**src/rtl/pipeline_hazard_ctrl.sv**
```systemverilog
// Stall/flush sequencer for the 5-stage pipeline: load-use bubbles, EX branch flush, mul/div freeze.
// Optional HAZARD_PERF_CNT_EN adds saturating stall_cnt / flush_cnt performance counters.
module pipeline_hazard_ctrl #(
    parameter int REG_ADDR_W        = 5,
    parameter int LOAD_STALL_CYCLES = 1,
    parameter int MD_TIMEOUT        = 64
) (
    input  logic                  clk,
    input  logic                  reset_n,
    input  logic [REG_ADDR_W-1:0] id_rs1,
    input  logic [REG_ADDR_W-1:0] id_rs2,
    input  logic                  id_uses_rs1,
    input  logic                  id_uses_rs2,
    input  logic                  ex_mem_read,
    input  logic [REG_ADDR_W-1:0] ex_rd,
    input  logic                  ex_branch_taken,
    input  logic                  ex_md_start,
    input  logic                  ex_md_done,
    output logic                  pc_en,
    output logic                  if_id_en,
    output logic                  if_id_flush,
    output logic                  id_ex_en,
    output logic                  id_ex_flush,
    output logic                  ex_hold,
    output logic [1:0]            state_o,
    output logic                  md_timeout
`ifdef HAZARD_PERF_CNT_EN
    ,
    output logic [31:0]           stall_cnt,
    output logic [31:0]           flush_cnt
`endif
);

    localparam int MDW = $clog2(MD_TIMEOUT + 1);
    localparam logic [MDW-1:0] MD_LIM  = MDW'(MD_TIMEOUT);
    localparam logic [2:0]     LD_INIT = 3'(LOAD_STALL_CYCLES - 1);

    typedef enum logic [1:0] {
        S_RUN  = 2'b00,
        S_LD   = 2'b01,
        S_MD   = 2'b10,
        S_BAD  = 2'b11
    } state_e;

    state_e         state_q, state_d;
    logic [2:0]     ld_cnt_q, ld_cnt_d;
    logic [MDW-1:0] md_cnt_q, md_cnt_d;
    logic           md_timeout_q, md_timeout_d;
    logic           hazard;

    always_comb begin
        hazard = ex_mem_read && (ex_rd != '0) &&
                 ((id_uses_rs1 && (id_rs1 == ex_rd)) || (id_uses_rs2 && (id_rs2 == ex_rd)));

        state_d      = state_q;
        ld_cnt_d     = ld_cnt_q;
        md_cnt_d     = md_cnt_q;
        md_timeout_d = md_timeout_q;
        pc_en        = 1'b1;
        if_id_en     = 1'b1;
        if_id_flush  = 1'b0;
        id_ex_en     = 1'b1;
        id_ex_flush  = 1'b0;
        ex_hold      = 1'b0;

        case (state_q)
            S_RUN: begin
                if (ex_branch_taken) begin
                    if_id_flush = 1'b1;
                    id_ex_flush = 1'b1;
                end else if (ex_md_start) begin
                    // A unit that finishes in its start cycle needs no freeze at all
                    if (!ex_md_done) begin
                        pc_en    = 1'b0;
                        if_id_en = 1'b0;
                        id_ex_en = 1'b0;
                        ex_hold  = 1'b1;
                        state_d  = S_MD;
                        md_cnt_d = MDW'(1);
                    end
                end else if (hazard) begin
                    pc_en       = 1'b0;
                    if_id_en    = 1'b0;
                    id_ex_flush = 1'b1;
                    if (LOAD_STALL_CYCLES > 1) begin
                        state_d  = S_LD;
                        ld_cnt_d = LD_INIT;
                    end
                end
            end
            S_LD: begin
                pc_en       = 1'b0;
                if_id_en    = 1'b0;
                id_ex_flush = 1'b1;
                if (ld_cnt_q <= 3'd1) state_d  = S_RUN;
                else                  ld_cnt_d = ld_cnt_q - 3'd1;
            end
            S_MD: begin
                if (ex_md_done) begin
                    state_d = S_RUN;
                end else if (md_cnt_q >= MD_LIM) begin
                    // Give up on the unit: release the pipeline exactly as a done would
                    md_timeout_d = 1'b1;
                    state_d      = S_RUN;
                end else begin
                    pc_en    = 1'b0;
                    if_id_en = 1'b0;
                    id_ex_en = 1'b0;
                    ex_hold  = 1'b1;
                    if (md_cnt_q != '1) md_cnt_d = md_cnt_q + MDW'(1);
                end
            end
            default: state_d = S_RUN;
        endcase

        if (!reset_n) begin
            pc_en       = 1'b0;
            if_id_en    = 1'b0;
            id_ex_en    = 1'b0;
            if_id_flush = 1'b1;
            id_ex_flush = 1'b1;
            ex_hold     = 1'b0;
        end
    end

    always_ff @(posedge clk or negedge reset_n) begin
        if (!reset_n) begin
            state_q      <= S_RUN;
            ld_cnt_q     <= '0;
            md_cnt_q     <= '0;
            md_timeout_q <= 1'b0;
        end else begin
            state_q      <= state_d;
            ld_cnt_q     <= ld_cnt_d;
            md_cnt_q     <= md_cnt_d;
            md_timeout_q <= md_timeout_d;
        end
    end

    assign state_o    = state_q;
    assign md_timeout = md_timeout_q;

`ifdef HAZARD_PERF_CNT_EN
    logic [31:0] stall_cnt_q, stall_cnt_d, flush_cnt_q, flush_cnt_d;
    logic        branch_flush;

    assign branch_flush = (state_q == S_RUN) && ex_branch_taken;

    always_comb begin
        stall_cnt_d = stall_cnt_q;
        flush_cnt_d = flush_cnt_q;
        if (!pc_en && (stall_cnt_q != 32'hFFFF_FFFF)) stall_cnt_d = stall_cnt_q + 32'd1;
        if (branch_flush && (flush_cnt_q != 32'hFFFF_FFFF)) flush_cnt_d = flush_cnt_q + 32'd1;
    end

    always_ff @(posedge clk or negedge reset_n) begin
        if (!reset_n) begin
            stall_cnt_q <= '0;
            flush_cnt_q <= '0;
        end else begin
            stall_cnt_q <= stall_cnt_d;
            flush_cnt_q <= flush_cnt_d;
        end
    end

    assign stall_cnt = stall_cnt_q;
    assign flush_cnt = flush_cnt_q;
`endif

endmodule

```
**config.mk**
```make
export PLATFORM = sky130hd
export DESIGN_NAME = pipeline_hazard_ctrl
export DESIGN_NICKNAME = d
export VERILOG_FILES = /design/src/rtl/pipeline_hazard_ctrl.sv
export SDC_FILE = /design/constraint.sdc
export NUM_CORES = 1
export LEC_CHECK = 0
export CORE_MARGIN = 2
export CORE_UTILIZATION = 40
export CTS_BUF_LIST = sky130_fd_sc_hd__clkbuf_2 sky130_fd_sc_hd__clkbuf_4 sky130_fd_sc_hd__clkbuf_8
export DETAILED_ROUTE_END_ITERATION = 16
export PLACE_DENSITY = 0.8
export SLEW_MARGIN = 30
export SYNTH_ARGS = -nofsm -noshare
export SYNTH_HDL_FRONTEND = slang
export SYNTH_SLANG_ARGS = --single-unit
```
**constraint.sdc**
```tcl
create_clock -name clk -period 3.4 [get_ports clk]
set_input_delay 0.68 -clock clk [delete_from_list [all_inputs] [get_ports clk]]
set_output_delay 0.68 -clock clk [all_outputs]
set_load 0.03 [all_outputs]
```
==> impl_results.md <==
- Yosys warns: 0
- Startpoint of the most critical hold path: md_timeout
- Maximum ir drop on the vdd rail: 0.2674 mV
- Number of inserted diodes: 0
- Maximum number of pins on one net before global-route repair: 11
- Result of the run: complete, no violations
- Count of H-tree levels built during CTS: 1
- CTS Hold Bufs: 0
- Starting density of the core: 0.4278
- Worst flop-to-flop path endpoint: md_cnt_q[5]
- Register area share after synthesis: 0.3455
- Met2 track demand over resource in global routing: 0.3529
- Chip height: 44.37 um
- Sum of overflow across all layers after global routing: 0
- Placed cell count: 122
- Total Die Area: 1969 um2
- Buffer type at the clock tree root: sky130_fd_sc_hd__clkbuf_4
- Number of cells on the worst reg-to-reg path: 5
- Sequential Power Share: 0.400
- Buffer depth of the longest clock path: 2
- Residual DRC count: 0
- Clock Sink Count: 9
- Row count: 14
- Post-route antenna net violation count: 0
- Final instance count without filler cells: 126
- Capturing element type of the critical path: primary output
- Hold Slack: 0.4624 ns
- Number of synthesized register bits: 9
- Core outline area: 1524 um2
- Clock power frac: 0.242
- Final design utilization: 0.6724
- Clk slew on worst S/H paths: 0.06 ns
- Post-layout minimum cycle time: 3.313 ns
- Slack of the critical path: 0.08677 ns
- Area of all placed cells without fillers: 1025 um2
- Most used cell along the critical path: sky130_fd_sc_hd__clkdlybuf4s50_1
- Average cell area after synthesis: 8.930 um2
- Reported leakage power: 0.4570 nW
- Worst endpoint required time: 2.72 ns
- Number of setup buffers added after CTS: 0
- Power density over cell area: 359.4 nW/um2
- Die width: 44.37 um
- Number of max-cap violations: 0
- Data arrival time of the critical path: 2.63 ns
- Number of placed I/O pins: 32
- Gate Count Post-Synth: 73
- Initial detailed-routing violation count: 7
- Cell-by-cell listing of the critical path: clkdlybuf4s50_1 > or4_1 > nor2_1 > or3_2 > o21bai_1 > clkdlybuf4s50_1
- Area of placed instances: 994.7 um2
- Routing layer with the top usage in global route: met2
- Number of buffers inserted by port buffering: 30
- Initial antenna violation count: 0
- Met1 Track Usage GR: 0.2128
- Routed via count: 665
- Clock tree from TritonCTS: yes
- Final-stage net count: 136
- Hold violation total from the final report: 0
- Average wire per cell in the routed design: 13.62 um
- Synth Net Count: 98
- Hold path endpoint: md_timeout
- GR Util met3: 0.02857
- Fraction of final layout cells sized beyond drive strength 1: 0.1364
- Actual transition at the worst max-transition pin: 0.6102 ns
- Number of clock buffers inserted by TritonCTS: 3
- Slew margin rel.: 0.5923
- Int Pwr: 0.2476 mW
- Mapped Area: 651.9 um2
- Combined global-route utilization of all metal layers: 0.1889
- Worst stage delay on the critical path: 0.68 ns
- Initial DRT Pass Iterations: 2
- Worst slack at placement: -0.1404 ns
- Avg Vias per Cell: 5.278
- Hold crit path type: reg -> reg
- Detailed-route wire length: 1716 um
- Final worst clock skew: 0.001884 ns
- Final number of max-transition violations: 0
- Maximum net fanout on the critical path: 3
- Critical Path Start Type: input port
- Worst flop-to-flop path startpoint: state_o[1]
- First-pass GRT wire length: 2760 um
- Min-Delay Path Depth: 1
- Detailed placer's ending HPWL: 1401 um
- Switch share: 0.3276
- Setup TNS: 0 ns
- Post-synthesis to final-layout area growth: 57.20%
- Crit share post-route: 0.9745
- Overall power consumption: 0.3683 mW
- Combinational group share of total power: 0.358
- Final number of setup-violating endpoints: 0
- Critical path class: in -> out
- CP max-delay cell: sky130_fd_sc_hd__clkdlybuf4s50_1
- Net switching power: 0.1207 mW
- Post-synth cell types: 32
- Final estimated routing congestion in global placement: 0.7732
- Max Fclk: 0.3018 GHz
- CP startpoint: ex_rd[3]
- Clock latency on the worst-skew pair: 0.26 ns
- Worst setup slack for register-to-register paths: 1.56 ns
- Number of global-route vias before repair: 680
- RSZ-0062 raised after global routing: no
## worst max-delay path, delay by kind of cell
family / cells / cell delay (ns)
buffers and inverters: 2 / 1.21
and+or+nand+nor: 3 / 0.61
AOI/OAI and AO/OA: 1 / 0.13
## layer usage
metal	up-vias	wire [um]
met1	303	708
met4	0	16
met5	-	0
met2	34	818
met3	4	172
li1	324	-
## cell usage after synthesis, drive strengths merged
library cell	instances	area share
dfrtp	9	0.35
a211oi	2	0.023
or3b	1	0.017
or2b	1	0.012
and4	1	0.013
a21o	1	0.012
xor2	8	0.11
inv	7	0.040
nand2b	1	0.0096
nor2	4	0.023
nor4	2	0.019
or3	3	0.031
ha	2	0.038
o21ai	4	0.031
nand3	3	0.023
and3	1	0.012
buf	2	0.023
a21oi	4	0.031
or4	1	0.012
or2	1	0.0096
o21bai	1	0.012
a31o	1	0.013
o41a	1	0.017
xnor2	4	0.054
nor3b	1	0.012
conb	1	0.0058
a32oi	1	0.013
nand2	2	0.012
and2	3	0.031
## worst max path at each step
stage | end | slack (ns) | depth (start not counted)
3_3_place_gp | if_id_en | -0.08 | 6
2_1_floorplan | pc_en | 0.71 | 5
6_report | id_ex_flush | 0.09 | 6
5_1_grt | id_ex_flush | 0.03 | 6
3_5_place_dp | if_id_en | -0.14 | 6
4_1_cts | ex_hold | 0.04 | 6
## placed cells by master (no fill, tap or decap), types with 2 or more instances in the layout
cell,netlist,final
sky130_fd_sc_hd__a211oi_1,2,2
sky130_fd_sc_hd__buf_4,2,5
sky130_fd_sc_hd__ha_1,2,2
sky130_fd_sc_hd__xnor2_1,4,4
sky130_fd_sc_hd__nand3_1,3,3
sky130_fd_sc_hd__clkdlybuf4s50_1,0,27
sky130_fd_sc_hd__o21ai_0,4,4
sky130_fd_sc_hd__dfrtp_1,9,9
sky130_fd_sc_hd__inv_1,7,7
sky130_fd_sc_hd__dlygate4sd2_1,0,2
sky130_fd_sc_hd__a21oi_1,4,4
sky130_fd_sc_hd__nand2_1,2,2
sky130_fd_sc_hd__clkbuf_4,0,4
sky130_fd_sc_hd__xor2_1,8,8
sky130_fd_sc_hd__or3_1,2,2
sky130_fd_sc_hd__nor4_1,2,2
sky130_fd_sc_hd__nor2_1,4,4
## cell families (layout without fill, tap and decap cells)
group	Yosys count	after routing	synth area share
buffers and inverters	9	46	0.06334
DFF	9	9	0.3455
and+or+nand+nor	25	25	0.2342
xor gates and xnor gates	12	12	0.1612
AOI/OAI and AO/OA	15	15	0.1516
other	1	1	0.005753
adders and majority gates	2	2	0.03838
## power by group through the flow
stage | sequential, mW | clock [mW] | combinational [mW]
6_report | 0.147 | 0.0892 | 0.132
3_5_place_dp | 0.149 | 0 | 0.134
2_1_floorplan | 0.151 | 0 | 0.0638
5_1_grt | 0.149 | 0.0959 | 0.145
4_1_cts | 0.146 | 0.0911 | 0.134
3_3_place_gp | 0.146 | 0 | 0.130
## flip-flops by register name (all words and copies together) (netlist names)
register and count:
md_cnt_q 7, md_timeout 1, state_o 1
## timing repair
action                     CTS  global route
setup endpoints to repair    2             1
cloned                       0             0
gates resized for setup      2             1
## cell type report
cell class / count / area (um2)
sequential: 9 / 225.2
inverter: 7 / 26.28
clock buffer: 4 / 30.03
multi-input combinational: 55 / 385.4
fill: 132 / 499.2
timing repair buffer: 35 / 337.8
tap: 16 / 20.02
No activity file was read; power rests on OpenSTA's default activity.
==> RTL edit 1: new RTL, same settings <==
Register the output `id_ex_en`, with the module's reset; this adds one clock of latency there. The other outputs are not delayed to match.
--- a/src/rtl/pipeline_hazard_ctrl.sv
+++ b/src/rtl/pipeline_hazard_ctrl.sv
@@ -44,2 +44,4 @@
 
+    logic id_ex_en_d;
+
     state_e         state_q, state_d;
@@ -61,3 +63,3 @@
         if_id_flush  = 1'b0;
-        id_ex_en     = 1'b1;
+        id_ex_en_d   = 1'b1;
         id_ex_flush  = 1'b0;
@@ -75,3 +77,3 @@
                         if_id_en = 1'b0;
-                        id_ex_en = 1'b0;
+                        id_ex_en_d = 1'b0;
                         ex_hold  = 1'b1;
@@ -107,3 +109,3 @@
                     if_id_en = 1'b0;
-                    id_ex_en = 1'b0;
+                    id_ex_en_d = 1'b0;
                     ex_hold  = 1'b1;
@@ -118,3 +120,3 @@
             if_id_en    = 1'b0;
-            id_ex_en    = 1'b0;
+            id_ex_en_d  = 1'b0;
             if_id_flush = 1'b1;
@@ -169,2 +171,10 @@
 
+    always_ff @(posedge clk or negedge reset_n) begin
+        if (!reset_n) begin
+            id_ex_en <= '0;
+        end else begin
+            id_ex_en <= id_ex_en_d;
+        end
+    end
+
 endmodule
Function: changed (Yosys sat finds a counterexample within 4 cycles, from zero or initial values and one cycle with reset_n low).
==> RTL edit 1 against the original RTL <==
  * Sequential power up 5%
  * Sequential cell count increased by 1
  * Maximum frequency rose by 1.6%
  * Power fell by 4.7%
  * Setup slack improved by 0.053 ns
  * Routed wire length down 4.0%
  * Die area rose by 2.1%
  * Area after synthesis is 2.3% higher
  * Cell area shrank 2.0%
  * Non-clock buffer count shrank 4
  * Register-to-register slack improved by 0.14 ns
  * Core utilization fell by 2.1 points
==> RTL edit 1: results (changes against the original RTL) <==
first-pass GRT wire length 2.656 mm (was 2.760 mm); WL/cell 13.28 um (was 13.62 um); Max VDD drop 0.2348 mV (was 0.2674 mV); share of cells above drive strength 1 0.06481 (was 0.1364); M2 GR Usage 0.3159 (was 0.3529); Skew-Pair Late Insertion Delay 0.26 ns (about the same); reg2reg path depth 4 (was 5); ranking of synthesized cells by area dfrtp_1 38%, xnor2_1 16%, inv_1 4.5% (was dfrtp_1 35%, xor2_1 11%, xnor2_1 5.4%); Seq power 0.155 mW (was 0.147 mW); met3 wire len 195 um (was 172 um); GR Util All Layers 0.1784 (was 0.1889); YS warnings 0 (unchanged); r2r startpoint state_o[1]$_DFFE_PN0P_ (unchanged); Critical Path Source ex_rd[1] (was ex_rd[3]); top cell types by occurrence after synthesis 12 x xnor2_1, 10 x dfrtp_1, 8 x inv_1, 6 x nor2_1, 5 x nand2_1 (was 9 x dfrtp_1, 8 x xor2_1, 7 x inv_1); clk pwr 0.0791 mW (was 0.0892 mW); worst hold path class flip-flop to flip-flop (unchanged); Met1 Routed Length 712 um (was 708 um); final net count 135 (was 136); Critical Path End id_ex_flush (unchanged); Synth cell types 26 (was 32); Most flops, register md_cnt_q (unchanged); Hold Startpoint md_timeout$_DFFE_PN0P_ (unchanged); routability cong. 0.8933 (was 0.7732); DR pass1 iterations 2 (unchanged); WHS Endpoint md_timeout$_DFFE_PN0P_ (unchanged); Max Clock Freq 306.7 MHz (was 301.8 MHz); DP HPWL 1.343 mm (was 1.401 mm); Worst Clk Skew 0.003238 ns (was 0.001884 ns); Layout Cells excl Fill 124 (was 126); CTS Buf Count 3 (unchanged); net count after synthesis 101 (was 98); DP Area 977.2 um^2 (was 994.7 um^2); CP arrival 2.58 ns (was 2.63 ns); post_cts resized 0 (was 2); P_int 0.2378 mW (was 0.2476 mW); met2 routed wirelength 723 um (was 818 um); LEAKAGE 0.4486 nW (was 0.4570 nW); Hold WS 0.4664 ns (was 0.4624 ns); outcome finished clean (unchanged); Seq/Total Area, Yosys 0.3752 (was 0.3455); worst hold path cell count 1 (unchanged); Vias/cell 5.387 (was 5.278); GR Util met3 0.05600 (was 0.02857); PD cells 349.4 mW/mm^2 (was 359.4 mW/mm^2); DP Worst Slack 0.09430 ns (was -0.1404 ns); R2R Setup Slk 1.70 ns (was 1.56 ns); vias in the first global route 664 (was 680); Mapped Cells 76 (was 73); met1 GRT Util 0.2056 (was 0.2128); Iteration-0 DRC Markers 5 (was 7); Port Buf Inserts 30 (unchanged)
-- RTL edit 1: changes by cell type in the layout (fill, tap and decap cells not counted), sizes merged, moves of 2 or more --
cell         unedited run  this run
nor4                    2         0
nand4                   0         2
nand2                   2         5
nor3                    0         2
and2                    3         1
dlygate4sd2             2         0
nor2                    4         6
xnor2                   4        12
xor2                    8         0
buf                     5         2
-- RTL edit 1: cells by family after synthesis --
family,share of synthesized area
and+or+nand+nor,0.2026
AOI/OAI and AO/OA,0.1539
adders and majority gates,0.03752
other,0.005623
buffers and inverters,0.06754
DFF,0.3752
xor gates and xnor gates,0.1576
-- RTL edit 1: critical path, stage by stage --
cell,delay [ns]
clkdlybuf4s50_1,0.54
xnor2_1,0.15
nand4_1,0.11
o22ai_1,0.23
a41o_1,0.20
clkdlybuf4s50_1,0.67
-- RTL edit 1: final cells by class --
type	count	area [um^2]
repair buffers	31	310.3
well taps	16	20.02
multi-input cells	56	371.6
flip-flops and latches	10	250.2
clock buffers	3	22.52
fillers	135	536.8
inverters	8	30.03
==> RTL edit 2: new RTL, config.mk and constraints unchanged <==
Without the edit above. The parameter `MD_TIMEOUT` goes from 64 to 128.
--- a/src/rtl/pipeline_hazard_ctrl.sv
+++ b/src/rtl/pipeline_hazard_ctrl.sv
@@ -5,3 +5,3 @@
     parameter int LOAD_STALL_CYCLES = 1,
-    parameter int MD_TIMEOUT        = 64
+    parameter int MD_TIMEOUT        = 128
 ) (
Formal check against the unedited RTL: no difference found for any inputs over 10 cycles, from zero or initial values and one cycle with reset_n low; that may be too few to reach the edited logic, so the function may still have changed.
==> RTL edit 2 against the original RTL <==
  * Area after synthesis up 11%
  * Sequential cell count is 1 higher
  * Power up 1.3%
  * Highest routed layer unchanged
  * Clock skew is 0.0014 ns higher
  * Worst hold slack better by 0.0032 ns
  * Cell area rose by 8.7%
  * Routed wire length up 0.64%
  * Setup slack better by 0.030 ns
  * Critical endpoint is now id_ex_en
  * Register-to-register slack about the same
  * Synthesized cell count up 9.6%
  * Sequential power grew 7%
==> RTL edit 2: results (changes against the original RTL) <==
Filler Cell Count 137 (was 132); ranking of synthesized cells by area dfrtp_1 35%, xor2_1 9.7%, xnor2_1 4.9% (was dfrtp_1 35%, xor2_1 11%, xnor2_1 5.4%); LEAKAGE 0.4761 nW (was 0.4570 nW); DP HPWL 1.354 mm (was 1.401 mm); final core utilization 0.6520 (was 0.6724); Register Area 250.2 um^2 (was 225.2 um^2); clock-cell share of area 0.02022 (was 0.02930); die footprint 0.002161 mm^2 (was 0.001969 mm^2); largest net degree at the start of global routing 13 (was 11); Critical Path End id_ex_en (was id_ex_flush); signal buffers share of area 0.3169 (was 0.3297); Plain + repair buffers 38 (was 35); Synth cell types 33 (was 32); area of the multi-input gates 430.4 um^2 (was 385.4 um^2); net count after synthesis 105 (was 98); Placed Cells incl. Taps 141 (was 122); Max VDD drop 0.3023 mV (was 0.2674 mV); Seq Cell Count 10 (was 9); slowest cell delay on critical path 0.59 ns (was 0.68 ns); GR Util met3 0.04706 (was 0.02857); share of cells above drive strength 1 0.1849 (was 0.1364); final net count 146 (was 136); CP arrival 2.60 ns (was 2.63 ns); met1 GRT Util 0.2090 (was 0.2128); Post-Route WL 1.727 mm (was 1.716 mm); xor/xnor cell area share of the yosys netlist 0.1456 (was 0.1612); post-synthesis adder-cell area fraction 0.03466 (was 0.03839); outcome finished clean (unchanged); routability cong. 0.7865 (was 0.7732); Worst Clk Skew 0.003305 ns (was 0.001884 ns); top cell types by occurrence after synthesis 10 x dfrtp_1, 8 x xor2_1, 7 x inv_1, 5 x nor2_1, 5 x o21ai_0 (was 9 x dfrtp_1, 8 x xor2_1, 7 x inv_1); Vias/cell 4.854 (was 5.278); first-pass GRT wire length 2.518 mm (was 2.760 mm); Critical Path Source ex_md_start (was ex_rd[3]); Iteration-0 DRC Markers 5 (was 7); vias in the first global route 603 (was 680); M2 GR Usage 0.2667 (was 0.3529); complex-gate fraction of the synthesized area 0.1629 (was 0.1516); Hold WS 0.4656 ns (was 0.4624 ns)
RTL edit 2: where the power goes:
part	total (mW)	switching, mW	leakage (nW)	internal, mW
combinational	0.136	0.0643	0.331	0.0715
sequential	0.158	0.0207	0.131	0.138
clock	0.0788	0.0380	0.0138	0.0408
total	0.373	0.123	0.476	0.250
RTL edit 2: timing repair:
item                       CTS  global route
resized for setup            2             0
setup endpoints to repair    2             0
hold endpoints to repair     0             0
hold buffers                 0             0
RTL edit 2: worst register-to-register path, delay by kind of cell, from the launching register on:
kind            cells  cell delay (ns)
compound gates      2             0.36
buf+inv             1             0.15
flops               1             0.46
simple gates        2             0.79
RTL edit 2: per-layer routing:
metal | up-vias | wire length (um)
met4 | 0 | 6
met1 | 307 | 791
met3 | 2 | 198
met5 | - | 0
li1 | 356 | -
met2 | 34 | 730
RTL edit 2: stage by stage:
step,worst slack (ns),TNS [ns]
CTS,0.1255,0
global placement,0.03003,0
detailed placement,-0.006727,-0.01192
global route,0.07833,0
finish,0.1167,0
floorplan,0.7181,0
